<file path="config.mk">
export PLATFORM = sky130hd
export DESIGN_NAME = uart_rx_fifo
export DESIGN_NICKNAME = d
export VERILOG_FILES = /design/src/rtl/uart_rx_fifo.sv
export SDC_FILE = /design/constraint.sdc
export NUM_CORES = 1
export LEC_CHECK = 0
export BUFFER_PORTS_ARGS = -buffer_cell sky130_fd_sc_hd__clkbuf_2
export CAP_MARGIN = 20
export CORE_MARGIN = 2
export CORE_UTILIZATION = 55
export CTS_CLUSTER_DIAMETER = 80
export DETAILED_ROUTE_END_ITERATION = 7
export PLACE_DENSITY = 0.84
export SLEW_MARGIN = 40
export SYNTH_ARGS = -nofsm -noshare
export SYNTH_HDL_FRONTEND = slang
export SYNTH_SLANG_ARGS = --single-unit
</file>
<file path="constraint.sdc">
create_clock -name clk -period 3.84 [get_ports clk]
set_input_delay 0.576 -clock clk [delete_from_list [all_inputs] [get_ports clk]]
set_output_delay 0.576 -clock clk [all_outputs]
set_load 0.02 [all_outputs]
</file>
<file path="src/rtl/uart_rx_fifo.sv">
// rtl/uart_rx_fifo.sv - UART receiver (8N1, optional 8E1) feeding a byte FIFO with RTS flow control
//
// Parameters: CLK_HZ (clock Hz), BAUD (bit/s), DEPTH (FIFO entries, power of two, 4..256),
//             RTS_THRESH (fill level at or above which rts asserts).
// Optional macro: UART_RX_PARITY_EN -- selects 8E1 framing with a PARITY state before STOP.
// Ports:
//   clk        in   single clock, rising edge
//   rst        in   synchronous active-high reset
//   rx         in   asynchronous serial line, idle high
//   rts        out  1 = sender must pause (registered from fill level)
//   dout       out  FIFO head byte (registered)
//   valid      out  dout holds a byte
//   ready      in   consumer accepts dout; pop on valid && ready
//   frame_err  out  one-cycle pulse: bad stop bit (or bad parity in 8E1)
//   overrun    out  one-cycle pulse: received byte dropped, FIFO full
module uart_rx_fifo #(
    parameter int CLK_HZ     = 12000000,
    parameter int BAUD       = 115200,
    parameter int DEPTH      = 16,
    parameter int RTS_THRESH = 12
) (
    input  logic       clk,
    input  logic       rst,
    input  logic       rx,
    output logic       rts,
    output logic [7:0] dout,
    output logic       valid,
    input  logic       ready,
    output logic       frame_err,
    output logic       overrun
);

    localparam int DIV_RAW = CLK_HZ / (BAUD * 16);
    localparam int DIV     = (DIV_RAW < 1) ? 1 : DIV_RAW;
    localparam int DW      = (DIV > 1) ? $clog2(DIV) : 1;
    localparam int AW      = $clog2(DEPTH);

    typedef enum logic [2:0] {
        S_IDLE,
        S_START,
        S_DATA,
`ifdef UART_RX_PARITY_EN
        S_PARITY,
`endif
        S_STOP
    } state_t;

    // Receiver state
    logic          rx_s1, rx_s2, rx_prev;
    logic          fall;
    logic [DW-1:0] div_cnt;
    logic          tick;
    state_t        state, state_n;
    logic [3:0]    tick_cnt, tick_n;
    logic [2:0]    bit_cnt, bit_n;
    logic [7:0]    shift, shift_n;
    logic          err_hold, err_hold_n;
    logic          par_bad, par_bad_n;
    logic          restart, push_req, ferr;

    // FIFO state
    logic [7:0]    mem [DEPTH];
    logic [AW-1:0] wr_ptr, rd_ptr, rd_ptr_n;
    logic [AW:0]   count, count_n;
    logic          pop, push_ok;

    assign fall = rx_prev && !rx_s2;
    assign tick = (div_cnt == DW'(DIV - 1));

    always_ff @(posedge clk) begin
        if (rst) begin
            rx_s1     <= 1'b1;
            rx_s2     <= 1'b1;
            rx_prev   <= 1'b1;
            div_cnt   <= '0;
            state     <= S_IDLE;
            tick_cnt  <= '0;
            bit_cnt   <= '0;
            shift     <= '0;
            err_hold  <= 1'b0;
            par_bad   <= 1'b0;
            frame_err <= 1'b0;
            overrun   <= 1'b0;
        end else begin
            rx_s1     <= rx;
            rx_s2     <= rx_s1;
            rx_prev   <= rx_s2;
            // Restarting on the start edge centres every later sample in its bit cell.
            div_cnt   <= (restart || tick) ? '0 : div_cnt + DW'(1);
            state     <= state_n;
            tick_cnt  <= tick_n;
            bit_cnt   <= bit_n;
            shift     <= shift_n;
            err_hold  <= err_hold_n;
            par_bad   <= par_bad_n;
            frame_err <= ferr;
            overrun   <= push_req && !push_ok;
        end
    end

    always_comb begin
        state_n    = state;
        tick_n     = tick_cnt;
        bit_n      = bit_cnt;
        shift_n    = shift;
        err_hold_n = err_hold;
        par_bad_n  = par_bad;
        restart    = 1'b0;
        push_req   = 1'b0;
        ferr       = 1'b0;
        case (state)
            S_IDLE: begin
                if (fall) begin
                    state_n = S_START;
                    tick_n  = '0;
                    restart = 1'b1;
                end
            end
            S_START: begin
                if (tick) begin
                    tick_n = tick_cnt + 4'd1;
                    if (tick_cnt == 4'd7) begin
                        // Mid start bit: still low means a real frame, high is a glitch.
                        tick_n    = '0;
                        bit_n     = '0;
                        par_bad_n = 1'b0;
                        state_n   = rx_s2 ? S_IDLE : S_DATA;
                    end
                end
            end
            S_DATA: begin
                if (tick) begin
                    tick_n = tick_cnt + 4'd1;
                    if (tick_cnt == 4'd15) begin
                        shift_n = {rx_s2, shift[7:1]};
                        bit_n   = bit_cnt + 3'd1;
                        if (bit_cnt == 3'd7) begin
`ifdef UART_RX_PARITY_EN
                            state_n = S_PARITY;
`else
                            state_n = S_STOP;
`endif
                        end
                    end
                end
            end
`ifdef UART_RX_PARITY_EN
            S_PARITY: begin
                if (tick) begin
                    tick_n = tick_cnt + 4'd1;
                    if (tick_cnt == 4'd15) begin
                        // Even parity: data bits plus parity bit hold an even number of ones.
                        par_bad_n = (rx_s2 != ^shift);
                        state_n   = S_STOP;
                    end
                end
            end
`endif
            S_STOP: begin
                if (err_hold) begin
                    // Line was low at the stop sample; wait for idle before hunting a new start.
                    if (rx_s2) begin
                        err_hold_n = 1'b0;
                        state_n    = S_IDLE;
                    end
                end else if (tick) begin
                    tick_n = tick_cnt + 4'd1;
                    if (tick_cnt == 4'd15) begin
                        if (rx_s2) begin
                            state_n = S_IDLE;
                            if (par_bad) ferr = 1'b1;
                            else         push_req = 1'b1;
                        end else begin
                            ferr       = 1'b1;
                            err_hold_n = 1'b1;
                        end
                    end
                end
            end
            default: state_n = S_IDLE;
        endcase
    end

    // FIFO: a full FIFO still accepts a byte when the head leaves in the same clock.
    assign pop     = valid && ready;
    assign push_ok = push_req && ((count < (AW + 1)'(DEPTH)) || pop);

    always_comb begin
        rd_ptr_n = pop ? rd_ptr + AW'(1) : rd_ptr;
        count_n  = count + (AW + 1)'(push_ok) - (AW + 1)'(pop);
    end

    always_ff @(posedge clk) begin
        if (push_ok) mem[wr_ptr] <= shift;
    end

    always_ff @(posedge clk) begin
        if (rst) begin
            wr_ptr <= '0;
            rd_ptr <= '0;
            count  <= '0;
            valid  <= 1'b0;
            dout   <= '0;
            rts    <= 1'b0;
        end else begin
            wr_ptr <= wr_ptr + AW'(push_ok);
            rd_ptr <= rd_ptr_n;
            count  <= count_n;
            valid  <= (count_n != '0);
            // The next head is the incoming byte only when it lands at the new read slot.
            if (push_ok && (wr_ptr == rd_ptr_n)) dout <= shift;
            else if (count_n != '0)              dout <= mem[rd_ptr_n];
            rts    <= (count >= (AW + 1)'(RTS_THRESH));
        end
    end

endmodule
</file>
==> impl_metrics.py <==
metrics = {
    "status": {
        "status": "finished clean",
    },
    "final_layout": {
        "fin_util_pct": 62.74,
        "fin_area_um2": 9153,
        "syn2layout_area_growth_pct": 11.14,
        "n_antenna_cell": 0,
        "final_nets": 748,
        "multiInputGateArea_um2": 3177,
        "drive_above_1_share_pct": 14.11,
        "fillers": 1025,
        "seqCellArea_um2": 4827,
    },
    "timing": {
        "finalHoldViolCount": 0,
        "fin_crit_ns": 3.639,
        "timing.final.max_slew_violations": 0,
        "fmax_mhz": 274.8,
        "whs_ns": 0.3371,
        "fin_crit_sh_pct": 94.77,
        "max_slew_margin_pct": 44.44,
        "setup_viol": 0,
        "tightestPinTransition_ns": 0.8322,
        "clock_skew_ns": 0.008191,
    },
    "global_route": {
        "globalRouteTotalUtil_pct": 25.99,
        "busiest_layer": "met2",
        "grt_pass1_vias": 5931,
        "use_met2_pct": 42.56,
        "antenna_found_initial": 0,
        "grt_max_degree": 46,
        "grt_overflow_total": 0,
        "met1_usage_pct": 34.24,
        "grt_first_pass_wirelength_um": 32220,
        "met3_usage_pct": 4.513,
    },
    "synth": {
        "async_flop_share_pct": 0,
        "synth.area.top_cells": "edfxtp_1, dfxtp_1, nor2_1",
        "syn_area_um2": 8235,
        "synthesis.nets": 734,
        "synth_edf_count": 128,
        "synth_top_cell_area_share_pct": 46.67,
        "synth_top_cell_by_area": "edfxtp_1",
        "synth_cell_types": 62,
        "yosysSeqAreaShare_pct": 58.58,
        "synth_seq_cells": 177,
        "synth_flop_cell": "edfxtp_1",
        "yosys-top-cells-count": "edfxtp_1, nor2_1, dfxtp_1",
        "post-synth-top-count-cell": "edfxtp_1",
        "synthCells": 710,
        "yosysWarnings": 0,
        "syn_avg_cell_area_um2": 11.60,
    },
    "min_path": {
        "hold_path_class": "in -> reg",
    },
    "cts": {
        "cts_buffer_depth": 2,
        "htree_levels": 4,
        "clkTransAtPathRegs_ns": 0.07,
        "clock-root-buffer": "clkbuf_16",
        "worstSkewPairLatency_ns": 0.42,
        "cts.sinks": 177,
        "cts_tree": "built",
        "cts_made_buffers": 17,
    },
    "run": {
        "maxCapViolations": 0,
    },
    "worst_setup_path": {
        "critPathLaunchType": "register",
        "worstPathRequired_ns": 4.13,
        "worstPathMaxFanout": 7,
        "cp_data_arrival_time_ns": 3.93,
        "crit_type": "reg -> reg",
        "cp-end-kind": "register",
        "rrSetupSlack_ns": 0.20,
    },
    "power_and_ir_drop": {
        "power_per_cell_area_nw_per_um2": 595.7,
        "vdd_ir_drop_max_v": 0.0003664,
        "p_leak_nw": 3.162,
    },
    "route": {
        "avgViaCountPerCell": 6.635,
        "vias": 6111,
        "drtPass1Iterations": 6,
        "detail-route-antenna-nets": 0,
        "drcViolationCount": 0,
        "routedWlPerCell_um": 22.04,
        "drt_wl_total_um": 20300,
        "drt-initial-drc-count": 961,
    },
    "floorplan": {
        "rows": 44,
        "die-area_um2": 15970,
        "coreArea_um2": 14590,
        "io_pins": 16,
        "die_x_um": 126.4,
        "die_height_um": 126.4,
        "initial_core_util_pct": 56.45,
    },
    "place": {
        "dpl.hpwl_um": 13100,
        "place_congestion": 0.9605,
        "portBuffers": 15,
        "place_area_um2": 8517,
    },
}
## cells in the final DEF, fill, tap and decap left out, types with 5 or more instances in the layout
cell,netlist,routed
or3_1,6,5
clkbuf_16,0,20
a211o_1,6,6
nor2b_1,15,15
nand3_1,28,28
nor2_2,0,8
xnor2_1,10,10
o22a_1,5,5
o211ai_1,7,7
clkbuf_2,0,15
inv_1,20,20
nor2_1,67,59
mux2i_1,7,7
a211oi_1,5,5
nor3_1,30,30
a21oi_1,47,46
and2_1,6,6
ha_1,19,18
nand2b_1,28,28
mux4_2,9,9
o22ai_1,9,9
o41ai_1,5,5
a22oi_1,6,6
dfxtp_1,49,47
edfxtp_1,128,128
a31oi_1,18,18
o21ai_0,40,40
inv_6,1,6
a221oi_1,6,6
nand2_1,27,27
buf_4,3,22
## power by group
group,leakage (nW),switching [mW],internal [mW],total [mW]
clock,0.294,0.733,0.960,1.69
sequential,1.59,0.0814,2.10,2.18
combinational,1.28,0.981,0.597,1.58
## layer usage
layer	vias up	share of wire [%]	routed length [um]
met5	-	0	0
met1	2984	38	7760
met4	0	3.8	768
li1	2713	-	-
met2	351	49	9951
met3	63	8.9	1816
## final timing paths
kind,start,end,cells past startpoint
worst min-delay path,rx,rx_s1,2
worst max-delay path,tick_cnt[1],dout[7],17
worst min register to register,rx_s1,rx_s2,1
worst max register to register,tick_cnt[1],dout[7],17
## worst max-delay path: stages, from the launching register on
cell and delay, ns:
dfxtp_1 0.37, ha_2 0.21, nand2_1 0.10, nor2_2 0.13, nand4_1 0.12, nand2b_1 0.18
ha_1 0.27, inv_1 0.06, ha_1 0.16, inv_1 0.06, fa_1 0.39, nand2b_1 0.18
a21oi_2 0.21, xor2_2 0.14, or3_4 0.44, buf_4 0.19, mux2i_1 0.18, a31oi_1 0.11
## layout make-up
cell class / instances / share of cell area, %
clock buffers: 22 / 5.550
clock inverters: 10 / 0.9023
inverters: 22 / 0.9569
multi-input cells: 469 / 34.71
flip-flops and latches: 177 / 52.74
well taps: 184 / 2.515
repair buffers: 37 / 2.625
## registers in the layout (all words and copies together) (netlist names), 3 cells and up
| register | flops |
|---|---|
| bit_cnt | 3 |
| count | 5 |
| div_cnt | 3 |
| dout | 8 |
| mem | 128 |
| rd_ptr | 4 |
| shift | 8 |
| tick_cnt | 4 |
| wr_ptr | 4 |
## metrics by stage
step	TNS (ns)	setup WS (ns)	total power [mW]	cells
6_report	0	0.2010	5.452	921
5_1_grt	-0.1110	-0.07717	5.659	921
4_1_cts	0	0.07250	5.353	919
3_5_place_dp	0	0.1335	3.672	887
3_3_place_gp	0	0.3248	3.590	887
2_1_floorplan	0	0.1443	3.270	710
## cell families (layout without fill, tap and decap cells)
group                    Yosys count  after routing  synth area share (%)
AO/OA/AOI/OAI                    188            188                 14.77
AND/OR/NAND/NOR                  224            225                 13.51
flip-flops                       177            177                 58.58
multiplexers                      20             20                 4.588
buffers and inverters             65             91                 3.403
XOR/XNOR                          16             16                 2.021
adder cells (fa/ha/maj)           20             20                 3.130
## what timing repair did
item / in CTS / in global routing
hold buffers: 0 / 0
endpoints found under the setup margin: 0 / 8
gates resized for setup: 0 / 6
setup buffers: 0 / 1
Note: power is estimated with default switching activity, not from simulation.
